`config.mk`:
```
export PLATFORM = sky130hd
export DESIGN_NAME = uart_rx_frame
export DESIGN_NICKNAME = d
export VERILOG_FILES = /design/src/rtl/uart_pkg.sv /design/src/rtl/uart_rx_tick_gen.sv /design/src/rtl/uart_rx_frame.sv
export SDC_FILE = /design/constraint.sdc
export NUM_CORES = 1
export LEC_CHECK = 0
export CAP_MARGIN = 30
export CORE_ASPECT_RATIO = 1.1
export CORE_MARGIN = 2
export CORE_UTILIZATION = 55
export DETAILED_ROUTE_END_ITERATION = 10
export MAX_ROUTING_LAYER = met4
export PLACE_DENSITY_LB_ADDON = 0.25
export SETUP_SLACK_MARGIN = 0.15
export SLEW_MARGIN = 30
export SYNTH_ARGS = -nofsm -noshare
export SYNTH_HDL_FRONTEND = slang
export SYNTH_HIERARCHICAL = 1
export SYNTH_SLANG_ARGS = --single-unit
```
`constraint.sdc`:
```
create_clock -name CLK -period 9.1 [get_ports CLK]
set_input_delay 0.91 -clock CLK [delete_from_list [all_inputs] [get_ports CLK]]
set_output_delay 0.91 -clock CLK [all_outputs]
set_load 0.02 [all_outputs]
```
`src/rtl/uart_pkg.sv`:
```
// Shared types and constants for the UART frame receiver.
// The 2-of-3 sample vote helper is only used when RX_MAJORITY_VOTE_EN is defined.
package uart_pkg;

   typedef enum logic [2:0] {
      IDLE,
      START,
      DATA,
      PARITY,
      STOP
   } rx_state_t;

   localparam int FRAME_W   = 56;
   localparam int CHAR_W    = 8;
   localparam int NUM_CHARS = 7;

   localparam logic PAR_EVEN = 1'b0;
   localparam logic PAR_ODD  = 1'b1;

   function automatic logic maj3(input logic a, input logic b, input logic c);
      return (a & b) | (a & c) | (b & c);
   endfunction

endpackage

```
`src/rtl/uart_rx_tick_gen.sv`:
```
// Oversample tick generator: latches the baud select while the receiver is quiet
// and divides the system clock down to one tick per oversample period.
module uart_rx_tick_gen #(
   parameter int DIV0 = 326,
   parameter int DIV1 = 163,
   parameter int DIV2 = 81,
   parameter int DIV3 = 27
) (
   input  logic       clk,
   input  logic       rst_n,
   input  logic [1:0] clk_rate,
   input  logic       latch_en,
   output logic       tick
);

   localparam int CW = 16;

   function automatic int div_of(input int idx);
      case (idx)
         0:       return DIV0;
         1:       return DIV1;
         2:       return DIV2;
         default: return DIV3;
      endcase
   endfunction

   logic [CW-1:0] div_tab [4];
   logic [CW-1:0] div_reg;
   logic [CW-1:0] cnt_reg;
   logic [CW-1:0] div_eff;

   genvar gi;
   generate
      for (gi = 0; gi < 4; gi++) begin : g_div
         assign div_tab[gi] = CW'(div_of(gi) - 1);
      end
   endgenerate

   // Reload from the live selection while latching so a new rate takes effect
   // on the very next period instead of after one stale period.
   assign div_eff = latch_en ? div_tab[clk_rate] : div_reg;
   assign tick    = (cnt_reg == '0);

   always_ff @(posedge clk or negedge rst_n) begin
      if (!rst_n) begin
         div_reg <= CW'(DIV0 - 1);
         cnt_reg <= '0;
      end else begin
         if (latch_en) begin
            div_reg <= div_tab[clk_rate];
         end
         cnt_reg <= tick ? div_eff : cnt_reg - 1'b1;
      end
   end

endmodule

```
`src/rtl/uart_rx_frame.sv`:
```
// UART receiver assembling seven characters into one 56-bit frame with parity,
// stop-bit and inter-character timeout checks. Define RX_MAJORITY_VOTE_EN for 3-sample voting.
module uart_rx_frame
   import uart_pkg::*;
#(
   parameter int OVS          = 16,
   parameter int DIV0         = 326,
   parameter int DIV1         = 163,
   parameter int DIV2         = 81,
   parameter int DIV3         = 27,
   parameter int TIMEOUT_BITS = 20
) (
   input  logic               CLK,
   input  logic               RST,
   input  logic               SData_Rx,
   input  logic [1:0]         clk_rate,
   input  logic               ParEN,
   input  logic               ParType,
   output logic [FRAME_W-1:0] Frame,
   output logic               FrameVLD,
   output logic               Par_Err,
   output logic               Stop_Err,
   output logic               Tout_Err,
   output logic               BUSY
);

   localparam int PW = $clog2(OVS);
   localparam int TW = $clog2(TIMEOUT_BITS * OVS + 1);
   localparam int BW = $clog2(NUM_CHARS);
   localparam logic [PW-1:0] PH_LAST  = PW'(OVS - 1);
   localparam logic [PW-1:0] PH_MID   = PW'(OVS / 2);
   localparam logic [PW-1:0] PH_DEC   = PW'(OVS / 2 + 1);
   localparam logic [TW-1:0] TOUT_LAST = TW'(TIMEOUT_BITS * OVS - 1);
   localparam logic [BW-1:0] LAST_CHAR = BW'(NUM_CHARS - 1);

   logic sync1_reg, sync2_reg, line;
   logic tick, decide, bit_val, par_exp, latch_en, store_en;

   rx_state_t            state_reg, state_next;
   logic [PW-1:0]        phase_reg, phase_next;
   logic [2:0]           bit_cnt_reg, bit_cnt_next;
   logic [CHAR_W-1:0]    data_sr_reg, data_sr_next;
   logic [BW-1:0]        byte_cnt_reg, byte_cnt_next;
   logic                 par_en_reg, par_en_next;
   logic                 par_type_reg, par_type_next;
   logic                 par_bad_reg, par_bad_next;
   logic                 brk_reg, brk_next;
   logic                 samp1_reg, samp1_next;
   logic [TW-1:0]        tout_cnt_reg, tout_cnt_next;
   logic [FRAME_W-1:0]   frame_reg, frame_next;
   logic                 frame_vld_reg, frame_vld_next;
   logic                 par_err_reg, par_err_next;
   logic                 stop_err_reg, stop_err_next;
   logic                 tout_err_reg, tout_err_next;
   logic                 busy_reg, busy_next;
   logic [(NUM_CHARS-1)*CHAR_W-1:0] lanes_flat;

   always_ff @(posedge CLK or negedge RST) begin
      if (!RST) begin
         sync1_reg <= 1'b1;
         sync2_reg <= 1'b1;
      end else begin
         sync1_reg <= SData_Rx;
         sync2_reg <= sync1_reg;
      end
   end
   assign line = sync2_reg;

   assign latch_en = (state_reg == IDLE) && (byte_cnt_reg == '0) && line;

   uart_rx_tick_gen #(
      .DIV0 (DIV0),
      .DIV1 (DIV1),
      .DIV2 (DIV2),
      .DIV3 (DIV3)
   ) u_tick_gen (
      .clk      (CLK),
      .rst_n    (RST),
      .clk_rate (clk_rate),
      .latch_en (latch_en),
      .tick     (tick)
   );

   // Bits are decided one tick past mid-bit in both builds, so the vote window
   // (mid-1, mid, mid+1) is complete and pulse timing does not depend on the build.
   assign decide = tick && (phase_reg == PH_DEC);

`ifdef RX_MAJORITY_VOTE_EN
   localparam logic [PW-1:0] PH_EARLY = PW'(OVS / 2 - 1);
   logic samp0_reg, samp0_next;
   always_ff @(posedge CLK or negedge RST) begin
      if (!RST) samp0_reg <= 1'b1;
      else      samp0_reg <= samp0_next;
   end
   always_comb begin
      samp0_next = samp0_reg;
      if (tick && (phase_reg == PH_EARLY)) samp0_next = line;
   end
   assign bit_val = maj3(samp0_reg, samp1_reg, line);
`else
   assign bit_val = samp1_reg;
`endif

   assign par_exp = (^data_sr_reg) ^ (par_type_reg == PAR_ODD);

   genvar gi;
   generate
      for (gi = 0; gi < NUM_CHARS - 1; gi++) begin : g_lane
         logic [CHAR_W-1:0] lane_reg;
         always_ff @(posedge CLK or negedge RST) begin
            if (!RST)                                        lane_reg <= '0;
            else if (store_en && (byte_cnt_reg == BW'(gi))) lane_reg <= data_sr_reg;
         end
         assign lanes_flat[gi*CHAR_W +: CHAR_W] = lane_reg;
      end
   endgenerate

   always_ff @(posedge CLK or negedge RST) begin
      if (!RST) begin
         state_reg     <= IDLE;
         phase_reg     <= '0;
         bit_cnt_reg   <= '0;
         data_sr_reg   <= '0;
         byte_cnt_reg  <= '0;
         par_en_reg    <= 1'b0;
         par_type_reg  <= PAR_EVEN;
         par_bad_reg   <= 1'b0;
         brk_reg       <= 1'b0;
         samp1_reg     <= 1'b1;
         tout_cnt_reg  <= '0;
         frame_reg     <= '0;
         frame_vld_reg <= 1'b0;
         par_err_reg   <= 1'b0;
         stop_err_reg  <= 1'b0;
         tout_err_reg  <= 1'b0;
         busy_reg      <= 1'b0;
      end else begin
         state_reg     <= state_next;
         phase_reg     <= phase_next;
         bit_cnt_reg   <= bit_cnt_next;
         data_sr_reg   <= data_sr_next;
         byte_cnt_reg  <= byte_cnt_next;
         par_en_reg    <= par_en_next;
         par_type_reg  <= par_type_next;
         par_bad_reg   <= par_bad_next;
         brk_reg       <= brk_next;
         samp1_reg     <= samp1_next;
         tout_cnt_reg  <= tout_cnt_next;
         frame_reg     <= frame_next;
         frame_vld_reg <= frame_vld_next;
         par_err_reg   <= par_err_next;
         stop_err_reg  <= stop_err_next;
         tout_err_reg  <= tout_err_next;
         busy_reg      <= busy_next;
      end
   end

   always_comb begin
      state_next     = state_reg;
      phase_next     = phase_reg;
      bit_cnt_next   = bit_cnt_reg;
      data_sr_next   = data_sr_reg;
      byte_cnt_next  = byte_cnt_reg;
      par_en_next    = par_en_reg;
      par_type_next  = par_type_reg;
      par_bad_next   = par_bad_reg;
      brk_next       = brk_reg;
      samp1_next     = samp1_reg;
      tout_cnt_next  = tout_cnt_reg;
      frame_next     = frame_reg;
      frame_vld_next = 1'b0;
      par_err_next   = 1'b0;
      stop_err_next  = 1'b0;
      tout_err_next  = 1'b0;
      store_en       = 1'b0;

      if (tick) begin
         phase_next = (phase_reg == PH_LAST) ? '0 : phase_reg + 1'b1;
         if (phase_reg == PH_MID) samp1_next = line;
      end

      case (state_reg)
         IDLE: begin
            if (tick) begin
               if (!line) begin
                  state_next    = START;
                  phase_next    = '0;
                  tout_cnt_next = '0;
               end else if (byte_cnt_reg == '0) begin
                  tout_cnt_next = '0;
               end else if (tout_cnt_reg == TOUT_LAST) begin
                  tout_err_next = 1'b1;
                  byte_cnt_next = '0;
                  tout_cnt_next = '0;
               end else begin
                  tout_cnt_next = tout_cnt_reg + 1'b1;
               end
            end
         end
         START: begin
            if (decide) begin
               if (bit_val) begin
                  state_next = IDLE;
               end else begin
                  state_next    = DATA;
                  bit_cnt_next  = '0;
                  par_en_next   = ParEN;
                  par_type_next = ParType;
                  par_bad_next  = 1'b0;
               end
            end
         end
         DATA: begin
            if (decide) begin
               data_sr_next = {bit_val, data_sr_reg[CHAR_W-1:1]};
               if (bit_cnt_reg == 3'(CHAR_W - 1)) state_next = par_en_reg ? PARITY : STOP;
               else                               bit_cnt_next = bit_cnt_reg + 1'b1;
            end
         end
         PARITY: begin
            if (decide) begin
               if (bit_val != par_exp) par_bad_next = 1'b1;
               state_next = STOP;
            end
         end
         STOP: begin
            // A low stop bit may be a line break; hold here until the line recovers.
            if (brk_reg) begin
               if (tick && line) begin
                  brk_next   = 1'b0;
                  state_next = IDLE;
               end
            end else if (decide) begin
               if (!bit_val) begin
                  stop_err_next = 1'b1;
                  byte_cnt_next = '0;
                  brk_next      = 1'b1;
               end else if (par_bad_reg) begin
                  par_err_next  = 1'b1;
                  byte_cnt_next = '0;
                  state_next    = IDLE;
               end else begin
                  state_next = IDLE;
                  if (byte_cnt_reg == LAST_CHAR) begin
                     frame_next     = {data_sr_reg, lanes_flat};
                     frame_vld_next = 1'b1;
                     byte_cnt_next  = '0;
                  end else begin
                     store_en      = 1'b1;
                     byte_cnt_next = byte_cnt_reg + 1'b1;
                  end
               end
            end
         end
         default: state_next = IDLE;
      endcase

      busy_next = (state_next != IDLE) || (byte_cnt_next != '0);
   end

   assign Frame    = frame_reg;
   assign FrameVLD = frame_vld_reg;
   assign Par_Err  = par_err_reg;
   assign Stop_Err = stop_err_reg;
   assign Tout_Err = tout_err_reg;
   assign BUSY     = busy_reg;

endmodule
```
==> out/results.txt, run 1 <==
Maxcap violations - 0
Pwr per Cell Area - 175 nW/um^2
WHS Endpoint - line
Min-delay src - sync1_reg
Reg clk slew, reported paths - 0.06 ns
DPL Wire Length - 9.85 mm
Post-synth EDFFs - 0
Req. time, crit path - 9.40 ns
Psw - 0.000311 W
CP max stage delay - 0.68 ns
GRT Resource Usage Total - 22.2%
Final slew viol count - 0
Die area - 14900 um^2
Final Hold Slack - 0.360 ns
Worst-Skew Late Latency - 0.42 ns
Register bit count reported by yosys - 178
Finish-stage setup viols - 0
Worst-Margin Slew - 0.786 ns
CTS tree - done
Seq pwr share - 50.6%
Setup TNS - 0 ns
Register area share after synthesis - 58.2%
Crit path cell chain - inv_1, ha_1, nor4b_1, nand4_2, inv_1, nand4b_1, nor4_4, nand3_4, nand2_1, nand2_1
Critical Path AT - 4.63 ns
CTS H-tree lvls - 4
CP max stage cell - nand4_2
Largest register FFs - 56
Core area - 13700 um^2
Layout cells sized above 1 - 16.4%
Synthesized area - 7660 um^2
Detailed router's first-iteration violation count - 282
Ys Warns - 6
Final instance area - 9050 um^2
Via count - 5192
Largest family of logic cells by synthesized area - simple AND/OR/NAND/NOR gates
Max_slew headroom - 47.5%
Worst Hold Class - register to register
Drc violations - 0
Synth Area in Simple Gates - 20.0%
Primary FF master, synth - dfrtp_1
Layout area overhead - 18.0%
Hold Vio Cnt, Final - 0
Switching portion of total power - 19.7%
Setup bufs post-CTS - 0
Rows - 45
Post-synthesis xor/xnor area fraction - 2.51%
Overflow after GRT - 0
Die Ht - 128 um
RSZ-0062 raised after global routing - no
Synth cell types - 57
I/O pins - 68
Area of the multi-input gates - 2970 um^2
Most common cell after layout, fill and taps aside - nand2_1
Drt total wl - 15.0 mm
Mux contribution to synthesized area - 9.52%
Cell count after synthesis - 705
First-pass GRT wire length - 25.0 mm
Reg-to-Reg Start - u_tick_gen/cnt_reg[0]
Starting density of the core - 55.8%
Post-layout min period - 4.33 ns
Status - complete, no violations
Tot Pwr - 0.00158 W
Seq. cell area - 4460 um^2
Final Cycle Share - 47.6%
Clock Skew - 0.00662 ns
Root buf cell - clkbuf_16
Clock buffer count from CTS - 17
Layout Utilization - 65.9%
Largest area contributor in the netlist - dfrtp_1
Most frequent cells in the layout - 182 x nand2_1, 171 x dfrtp_1, 66 x clkdlybuf4s50_1
Post-DP Area - 8420 um^2
Mapped Avg Cell Area - 10.9 um^2
Initial antenna violation count - 0
Flop2flop setup slack - 4.77 ns
Leak pwr - 4.36 nW
Clock network fraction of total power - 47.9%
Antenna diodes - 0
Buffers on Ports - 67
Clk sink count - 178
Die width - 117 um
Drt wl/cell - 15.7 um
Compound-Gate Fraction of Synth Area - 5.04%
Layout fillers - 1085
Kind of critical path - register to register
Placer Congestion - 0.856
Worst r2r dst - Frame[49]
Post-synth top area share - 55.8%
Largest net degree at the start of global routing - 75
CP max FO - 56
Hold_buf cts - 0
Number of global-route vias before repair - 5151
Async set or reset register ratio after synthesis - 100%
Synthesized Nets - 721
Post-DRT Antenna Nets - 0
Comb pwr share - 1.6%
Vias per cell - 5.43
Peak supply drop - 0.132 mV
Post-cts repair resize count - 0
Achievable Freq - 0.231 GHz
Kind of end point of the critical path - register
DR pass1 iterations - 4
Crit start category - register
Pint - 0.00127 W
Clk buf depth - 2
Hold Path Depth - 0
R2R depth - 10
Final net count - 773
Synth area leaders - dfrtp_1 56%, mux2_2 9.3%, nand2_1 8.9%, dfstp_2 2.4%, nor2_1 1.9%
Adder-cell share of the synthesized area - 1.47%
[metal layers]
layer	routed length (um)	track usage (%)	part of all wire [%]	vias to the layer above
met4	167	5.88	1.1	0
li1	-	-	-	2468
met3	413	4.87	2.8	15
met1	6820	29.1	46	2635
met2	7580	35.5	51	74
met5	0	-	0	-
[cell families (layout without fill, tap and decap cells)]
kind of cell,after synthesis,count (layout)
AOI/OAI and AO/OA,65,65
muxes,65,65
xor gates and xnor gates,22,22
DFF,178,178
buffers and inverters,54,117
adders and majority gates,9,9
and+or+nand+nor,312,312
[stage by stage]
stage	std cells	setup WS (ns)
after floorplan	705	6.15
after global placement	926	4.70
after detailed placement	926	4.85
after CTS	956	4.78
after global routing	956	4.41
final	956	4.77
[power groups by stage]
stage,clock network [W],registers [W],logic [W]
finish,0.000756,0.000798,0.0000250
global route,0.000803,0.000798,0.0000297
CTS,0.000769,0.000798,0.0000260
detailed placement,0,0.000813,0.0000259
global placement,0,0.000813,0.0000253
floorplan,0,0.000812,0.00000612
[worst max-delay path: cells and delay by family, from the launching register on]
kind          cells  cell delay [ns]
flops             1             0.43
buf+inv           2             0.70
simple gates      7             2.89
fa+ha+maj         1             0.14
[Yosys cell counts (7+ instances only)]
cell,instances
dfrtp_1,171
nand2b_1,7
nand3_1,14
nor2b_1,11
dfstp_2,7
xnor2_1,12
ha_1,9
inv_1,18
xor2_1,10
clkbuf_1,19
buf_2,13
and3_1,7
o21ai_0,25
a21oi_1,19
nand2_1,182
nor2_1,38
mux2_2,63
[cell type report]
cell class | instances | share of cell area (%)
multi-input cells | 473 | 32.8
well taps | 188 | 2.60
clock inverters | 8 | 1.40
repair buffers | 69 | 7.63
clock buffers | 22 | 5.46
flip-flops and latches | 178 | 49.3
inverters | 18 | 0.747
[worst max-delay path by stage]
| stage | from | end | slack (ns) | depth (start not counted) |
|---|---|---|---|---|
| 5_1_grt | u_tick_gen/cnt_reg[0] | Frame[16] | 4.41 | 10 |
| 2_1_floorplan | u_tick_gen/cnt_reg[0] | BUSY | 6.15 | 12 |
| 3_5_place_dp | u_tick_gen/cnt_reg[0] | Frame[49] | 4.85 | 10 |
| 4_1_cts | u_tick_gen/cnt_reg[0] | Frame[49] | 4.78 | 10 |
| 3_3_place_gp | u_tick_gen/cnt_reg[0] | Frame[20] | 4.70 | 10 |
| 6_report | u_tick_gen/cnt_reg[0] | Frame[49] | 4.77 | 10 |
(Power assumes the default switching activity.)
==> run 2: changes to the inputs <==
--- a/config.mk
+++ b/config.mk
@@ -8,7 +8,7 @@
 export CAP_MARGIN = 30
 export CORE_ASPECT_RATIO = 1.1
 export CORE_MARGIN = 2
-export CORE_UTILIZATION = 55
+export CORE_UTILIZATION = 52
 export DETAILED_ROUTE_END_ITERATION = 10
 export MAX_ROUTING_LAYER = met4
 export PLACE_DENSITY_LB_ADDON = 0.25
==> constraint.sdc (replaced) <==
create_clock -name CLK -period 3.7 [get_ports CLK]
set_input_delay 0.37 -clock CLK [delete_from_list [all_inputs] [get_ports CLK]]
set_output_delay 0.37 -clock CLK [all_outputs]
set_load 0.02 [all_outputs]
==> out/results.txt, run 2 (synthesis results as in run 1) <==
Buffers on Ports - 67
Drt total wl - 15.6 mm
Largest register FFs - 56
Setup TNS - 0 ns
Tot Pwr - 0.00389 W
Seq pwr share - 50.4%
Pint - 0.00309 W
Vias per cell - 5.40
Worst-Skew Late Latency - 0.44 ns
Layout fillers - 1117
Post-layout min period - 3.00 ns
Kind of critical path - register to register
Leak pwr - 4.40 nW
CP max FO - 8
Finish-stage setup viols - 0
Final slew viol count - 0
Clock network fraction of total power - 48.0%
Post-DRT Antenna Nets - 0
Final net count - 783
Layout area overhead - 19.1%
Initial antenna violation count - 0
Root buf cell - clkbuf_16
Overflow after GRT - 0
Via count - 5251
Hold Vio Cnt, Final - 0
CTS H-tree lvls - 4
Reg clk slew, reported paths - 0.06 ns
DR pass1 iterations - 7
DPL Wire Length - 10.2 mm
Setup bufs post-CTS - 0
Psw - 0.000801 W
Antenna diodes - 0
CTS tree - done
Max_slew headroom - 51.6%
Worst Hold Class - input port to register
Critical path's most frequent cell - inv_1
Switching portion of total power - 20.6%
Layout cells sized above 1 - 17.4%
Detailed router's first-iteration violation count - 382
RSZ-0062 raised after global routing - no
Clock buffer count from CTS - 17
Die Ht - 131 um
GRT Resource Usage Total - 22.2%
Req. time, crit path - 4.02 ns
CP max stage delay - 0.58 ns
I/O pins - 68
Critical Path AT - 3.31 ns
Flop2flop setup slack - 0.70 ns
Worst-Margin Slew - 0.726 ns
Post-DP Area - 8500 um^2
Final Cycle Share - 81.0%
Crit start category - register
Starting density of the core - 53.1%
Clk buf depth - 2
Clock Skew - 0.00739 ns
Achievable Freq - 0.334 GHz
Largest net degree at the start of global routing - 83
Number of global-route vias before repair - 5355
Crit path cell chain - inv_1, ha_1, nor4b_1, nand4_2, inv_1, nand4b_1, nor4_4, nand4b_2, mux2_2
Most frequent cells in the layout - 182 x nand2_1, 171 x dfrtp_1, 66 x clkdlybuf4s50_1
Drc violations - 0
Pwr per Cell Area - 427 nW/um^2
Die area - 15700 um^2
Placer Congestion - 0.883
First-pass GRT wire length - 27.1 mm
Most common cell after layout, fill and taps aside - nand2_1
CP max stage cell - nor4_4
Clk sink count - 178
Final instance area - 9130 um^2
Drt wl/cell - 16.0 um
Rows - 46
Die width - 120 um
Core area - 14400 um^2
Maxcap violations - 0
Status - complete, no violations
Peak supply drop - 0.331 mV
Kind of end point of the critical path - register
Comb pwr share - 1.6%
## run 2: cell count changes in the layout (fill, tap and decap cells not counted), sizes merged
cell         delta
clkinv          -1
inv             +2
dlygate4sd3     +1
clkinvlp        +2
buf             +9
clkbuf          -1
## run 2: power by group through the flow
stage / sequential (W) / combinational, W / clock (W)
2_1_floorplan: 0.00200 / 0.0000150 / 0
3_3_place_gp: 0.00200 / 0.0000633 / 0
3_5_place_dp: 0.00200 / 0.0000659 / 0
4_1_cts: 0.00196 / 0.0000667 / 0.00190
5_1_grt: 0.00196 / 0.0000753 / 0.00197
6_report: 0.00196 / 0.0000635 / 0.00187
## run 2: worst paths after layout
path	startpoint	endpoint	cells after the start
max in group asynchronous	RST	Frame[17]	3
min	SData_Rx	sync1_reg	1
min reg2reg	sync1_reg	line	0
max	u_tick_gen/cnt_reg[0]	g_lane[5].lane_reg[4]	9
max reg2reg	u_tick_gen/cnt_reg[0]	g_lane[5].lane_reg[4]	9
min in group asynchronous	RST	u_tick_gen/div_reg[5]	2
## run 2: routing by layer
layer  wire (um)  track usage [%]  share of wire [%]
met3         513             4.47                3.3
met1        7120             29.7                 46
met5           0                -                  0
met4         341             8.04                2.2
met2        7610             34.0                 49
## run 2: cell type report
type | instances | area (um^2) | share of cell area, %
clock buffer | 21 | 470 | 5.15
multi-input combinational | 473 | 2960 | 32.4
inverter | 18 | 67.6 | 0.740
tap | 192 | 240 | 2.63
timing repair buffer | 79 | 777 | 8.51
sequential | 178 | 4460 | 48.9
clock inverter | 11 | 150 | 1.64
## run 2: repair_timing
action,4_1_cts,5_1_grt
gates resized for setup,0,0
hold endpoints to repair,5,0
hold buffers,1,0
## run 2: worst max-delay path, delay by kind of cell, from the launching register on
kind,cells,cell delay (ns)
multiplexers,1,0.38
buffers and inverters,2,0.26
AND/OR/NAND/NOR,5,1.68
adder cells (fa/ha/maj),1,0.14
flip-flops,1,0.42
## run 2: through the flow
stage          hold WS, ns  setup slack [ns]  utilization, %  std cells
6_report             0.341             0.703            63.2        972
3_3_place_gp         0.351             0.850            58.8        939
5_1_grt              0.331             0.457            63.2        972
4_1_cts              0.329             0.718            63.2        972
3_5_place_dp         0.350             0.733            58.8        939
2_1_floorplan       0.0744             0.751               -        705
